$ cat src/rtl/count_reader_if.sv
// Bus-side signals of one counter channel's read-back path.
interface count_reader_if;
  logic [15:0] count;
  logic        mode_wr;
  logic [1:0]  rw;
  logic        rd;
  logic [7:0]  dout;
  logic        dout_valid;
  logic        latched;

  modport master (output count, mode_wr, rw, rd, input dout, dout_valid, latched);
  modport slave  (input count, mode_wr, rw, rd, output dout, dout_valid, latched);
endinterface

$ cat src/rtl/count_reader.sv
// Counter read-back: latch command, byte pointer and LSB/MSB read sequencing.
module count_reader (
  input  logic          clk,
  input  logic          rst_n,
  count_reader_if.slave bus
);
  typedef enum logic {PTR_LSB = 1'b0, PTR_MSB = 1'b1} ptr_t;

  ptr_t        ptr_q, ptr_d;
  logic [1:0]  rw_mode_q, rw_mode_d;
  logic [15:0] latch_q, latch_d;
  logic        flag_q, flag_d;
  logic [7:0]  dout_q, dout_d;
  logic        vld_q, vld_d;
  logic [15:0] src;

  always_ff @(posedge clk or negedge rst_n) begin
    if (!rst_n) begin
      ptr_q     <= PTR_LSB;
      rw_mode_q <= 2'b11;
      latch_q   <= 16'h0000;
      flag_q    <= 1'b0;
      dout_q    <= 8'h00;
      vld_q     <= 1'b0;
    end else begin
      ptr_q     <= ptr_d;
      rw_mode_q <= rw_mode_d;
      latch_q   <= latch_d;
      flag_q    <= flag_d;
      dout_q    <= dout_d;
      vld_q     <= vld_d;
    end
  end

  assign src = flag_q ? latch_q : bus.count;

  always_comb begin
    ptr_d     = ptr_q;
    rw_mode_d = rw_mode_q;
    latch_d   = latch_q;
    flag_d    = flag_q;
    dout_d    = dout_q;
    vld_d     = 1'b0;
    // A control write wins over a coincident read; the read is dropped.
    if (bus.mode_wr) begin
      if (bus.rw != 2'b00) begin
        rw_mode_d = bus.rw;
        ptr_d     = PTR_LSB;
        flag_d    = 1'b0;
      end else if (!flag_q) begin
        latch_d = bus.count;
        flag_d  = 1'b1;
      end
    end else if (bus.rd) begin
      vld_d = 1'b1;
      case (rw_mode_q)
        2'b01: begin
          dout_d = src[7:0];
          ptr_d  = PTR_LSB;
          flag_d = 1'b0;
        end
        2'b10: begin
          dout_d = src[15:8];
          ptr_d  = PTR_LSB;
          flag_d = 1'b0;
        end
        default: begin
          if (ptr_q == PTR_LSB) begin
            dout_d = src[7:0];
            ptr_d  = PTR_MSB;
          end else begin
            dout_d = src[15:8];
            ptr_d  = PTR_LSB;
            flag_d = 1'b0;
          end
        end
      endcase
    end
  end

  assign bus.dout       = dout_q;
  assign bus.dout_valid = vld_q;
  assign bus.latched    = flag_q;
endmodule

$ cat src/flat_wrapper.sv
// flat-port wrapper written by rule: the top's interface ports become plain ports
module count_reader_flat 
  (clk, rst_n, bus_count, bus_mode_wr, bus_rw, bus_rd, bus_dout, bus_dout_valid, bus_latched);
  count_reader_if bus_i ();
  input  logic clk;
  input  logic rst_n;
  input wire logic [$bits(bus_i.count)-1:0] bus_count;
  input wire logic [$bits(bus_i.mode_wr)-1:0] bus_mode_wr;
  input wire logic [$bits(bus_i.rw)-1:0] bus_rw;
  input wire logic [$bits(bus_i.rd)-1:0] bus_rd;
  output wire logic [$bits(bus_i.dout)-1:0] bus_dout;
  output wire logic [$bits(bus_i.dout_valid)-1:0] bus_dout_valid;
  output wire logic [$bits(bus_i.latched)-1:0] bus_latched;
  assign bus_i.count = bus_count;
  assign bus_i.mode_wr = bus_mode_wr;
  assign bus_i.rw = bus_rw;
  assign bus_i.rd = bus_rd;
  assign bus_dout = bus_i.dout;
  assign bus_dout_valid = bus_i.dout_valid;
  assign bus_latched = bus_i.latched;
  count_reader u_core (.clk(clk), .rst_n(rst_n), .bus(bus_i));
endmodule
$ cat config.mk
export PLATFORM = sky130hd
export DESIGN_NAME = count_reader_flat
export DESIGN_NICKNAME = d
export VERILOG_FILES = /design/src/rtl/count_reader_if.sv /design/src/rtl/count_reader.sv /design/src/flat_wrapper.sv
export SDC_FILE = /design/constraint.sdc
export NUM_CORES = 1
export LEC_CHECK = 0
export ABC_CLOCK_PERIOD_IN_PS = 2100
export BUFFER_PORTS_ARGS = -buffer_cell sky130_fd_sc_hd__buf_2
export CELL_PAD_IN_SITES_DETAIL_PLACEMENT = 1
export CELL_PAD_IN_SITES_GLOBAL_PLACEMENT = 2
export CORE_MARGIN = 10
export CORE_UTILIZATION = 28
export CTS_BUF_LIST = sky130_fd_sc_hd__clkbuf_4
export DETAILED_ROUTE_END_ITERATION = 7
export GPL_TIMING_DRIVEN = 1
export PLACE_DENSITY = 0.67
export SLEW_MARGIN = 20
export SYNTH_ARGS = -nofsm -noshare
export SYNTH_HDL_FRONTEND = slang
export SYNTH_SLANG_ARGS = --single-unit
$ cat constraint.sdc
create_clock -name clk -period 2.1 [get_ports clk]
set_input_delay 0.105 -clock clk [delete_from_list [all_inputs] [get_ports clk]]
set_output_delay 0.105 -clock clk [all_outputs]
set_load 0.01 [all_outputs]
==> results.md <==
- Post-Syn Area: between 0.001 and 0.0015 mm²
- Fmax: 568.0 MHz
- Status: completed
- Max Cap Violations: 0
- Worst setup EP type: register
- DRC: 0
- Vias: between 1,000 and 1,500
- Worst setup SP type: register
- Ys flop type: dfrtp_1
- Post CTS Setup Buffer Count: 0
- CTS tree: built
- Skew-Pair Late Insertion Delay: ~0.32 ns
- Drt total wl: 3593 µm
- Die Y: ~93 µm
- Syn Inst Count: 130
- WL per Instance: between 15 and 20 µm
- Num ports: 32
- Slew Limit Fails: 0
- Largest net degree at the start of global routing: 30
- Fraction of registers with async set/reset: 100.0%
- Sequential power share: 49.2%
- DRT iter0 DRCs: 48
- Ys Warns: 0
- Tcrit/Tclk final: roughly 84%
- Post-route minimum period: about 1.8 ns
- Gpl congestion: 0.7683
- Max FO, Critical Path: 10
- # nets final: 190
- Setup violators final: 0
- Core Area: about 0.005 mm²
- Mapped Nets: 154
- Overall Global Routing Usage: a little under a tenth
- Switch Pwr: between 0.4 and 0.5 mW
- Synth top area cells: dfrtp_1 45%, mux2_2 12%, mux2i_1 11%
- Pwr dens: about 850 mW/mm²
- Lkg Pwr: ~0.77 nW
- Antenna viol nets, final: 0
- Grt total ovfl: 0
- Most frequent cell after synthesis: dfrtp_1
- Synth top area share: 45.38%
- Starting Density: between 20% and 30%
- Worst hold-check path type: in -> reg
- Synth cell types: 20
- First-pass GRT wire length: 6182 µm
- Slew margin rel.: 56.10%
- Most frequent cells after synthesis: 27 x dfrtp_1, 16 x a21oi_1, 16 x mux2_2, 16 x mux2i_1, 16 x o22ai_1
- Number of vias per cell: around 4.7
- Clock Root Buffer: clkbuf_4
- Area delta synth->final: 18.15%
- CTS H-tree lvls: 2
- Fin. Hold Viols: 0
- Worst path required time: around 2.3 ns
- Antenna violations before repair: 0
- Unrepaired setup endpoints after global routing: no
- Clock-pin slew of the registers on the worst-case setup and hold paths: about 0.090 ns
- Setup TNS: 0 ns
- Detail Placement HPWL: about 2800 µm
- Most area-hungry cell type in the Yosys netlist: dfrtp_1
- Port Buf Inserts: 31
- Die Area: roughly 0.0086 mm²
- Switch share: 31.31%
- Slew at the pin closest to its max-slew limit: ~0.66 ns
- Mean Syn Cell Area: about 11 µm²
- FP Rows: 26
- Clock Path Buffers: 2
- CTS buffer count: 5
- Synth Register Bits: 29
- Sequential share of the synthesized area: 48.91%
- Clock Skew: ~0.0057 ns
- Vias in the first global route: approximately 1,300
- CP Data Arrival Time: 1.96 ns
- Die Wd: roughly 93 µm
- Ant diodes: 0
- DRT Pass-1 Iters: 4
- Num Clock Sinks: 29
- Post-synth EDFFs: 0
- Int Power: a little over 1 mW
- Maximum VDD drop: ~0.32 mV
- Combinational power share: between 20% and 30%
- Final Instance Area: around 0.0018 mm²
- Fraction of layout cells with a size suffix above 1: between 30% and 40%
- # fillers: 610
- Post-Place Cell Area: 0.001683 mm²
- CP Class: reg -> reg
- Power share of the clock group: between 20% and 30%
## metal layers
| layer | vias up | global-route usage, % | wire (µm) |
|---|---|---|---|
| met4 | 0 | 3.470 | 53 |
| li1 | 541 | - | - |
| met3 | 5 | 4.036 | 215 |
| met5 | - | 0 | 0 |
| met1 | 547 | 10.33 | 1658 |
| met2 | 23 | 14.72 | 1664 |
## worst max-delay path, cell delays in order, from the launching register on
cell	delay (ns)
dfstp_2	0.54
inv_1	0.05
ha_1	0.31
nand2b_1	0.29
o22ai_1	0.12
a21oi_1	0.22
a21oi_1	0.11
## power by group through the flow
stage	Sequential [mW]	Combinational (mW)	Clock [mW]
after floorplan	0.751	0.280	0
after global placement	0.739	0.407	0
after detailed placement	0.747	0.426	0
after CTS	0.735	0.429	0.353
after global routing	0.753	0.478	0.375
final	0.732	0.421	0.335
## kinds of logic (layout without fill, tap and decap cells)
kind of cell	after synthesis	count (layout)	share of synthesized area [%]
simple gates	19	19	6.051
flops	29	29	48.91
buf+inv	12	49	6.638
fa+ha+maj	2	2	1.680
mux	32	32	22.86
compound gates	36	36	13.87
## placed cells by master, fill, tap and decap left out
master and instances:
ha_1 2, o21ai_0 2, mux2i_1 16, buf_12 1, o22ai_1 16, buf_2 31, mux2_2 16, dfrtp_1 27
nor2b_1 1, nor2_1 9, and2_1 1, clkbuf_4 7, dlygate4sd3_1 2, inv_1 6, a21oi_1 16, clkinv_1 1
buf_4 1, nand3b_1 1, o2bb2ai_1 1, a21o_1 1, dfstp_2 2, nand2b_1 1, nand2_1 5, nor2_4 1
## stage by stage
| stage | hold WS [ns] | utilization [%] | power [mW] | setup slack (ns) | instances |
|---|---|---|---|---|---|
| after floorplan | -0.1906 | - | 1.031 | 0.6693 | 130 |
| after global placement | 0.1702 | 32.74 | 1.146 | 0.4253 | 227 |
| after detailed placement | 0.1799 | 32.74 | 1.173 | 0.3262 | 227 |
| after CTS | 0.004353 | 34.03 | 1.517 | 0.3022 | 236 |
| after global routing | 0.007002 | 34.23 | 1.605 | 0.1706 | 237 |
| final | 0.02484 | 34.23 | 1.489 | 0.3393 | 237 |
## final timing paths
check,slack [ns],start,endpoint,cells after the start
max in group asynchronous,1.33,rst_n,u_core.latch_q[13],2
min reg2reg,0.51,u_core.latch_q[3],u_core.latch_q[3],1
min,0.02,bus_count[5],u_core.latch_q[5],2
max reg2reg,0.34,u_core.rw_mode_q[0],u_core.bus.dout[1],6
max,0.34,u_core.rw_mode_q[0],u_core.bus.dout[1],6
min in group asynchronous,0.34,rst_n,u_core.latch_q[11],2
## sequential cells by signal, summed over array words and instances, names as in the netlist
name / cells
u_core.bus.dout: 8
u_core.bus.dout_valid: 1
u_core.bus.latched: 1
u_core.latch_q: 16
u_core.ptr_q: 1
u_core.rw_mode_q: 2
## what timing repair did
| item | 4_1_cts | 5_1_grt |
|---|---|---|
| hold buffers | 1 | 1 |
| endpoints found under the hold margin | 27 | 1 |
| gates resized for setup | 0 | 0 |
| setup endpoints to repair | 0 | 0 |
## layout make-up
type | count | area, µm² | area share, %
Multi-Input combinational cell | 89 | 661.9 | 37.62
Clock buffer | 7 | 52.55 | 2.987
Tap cell | 70 | 87.58 | 4.979
Sequential cell | 29 | 728.2 | 41.39
Inverter | 6 | 22.52 | 1.280
Clock inverter | 1 | 3.754 | 0.2134
Timing Repair Buffer | 35 | 202.7 | 11.52
Power figures use the tool's default switching activity.
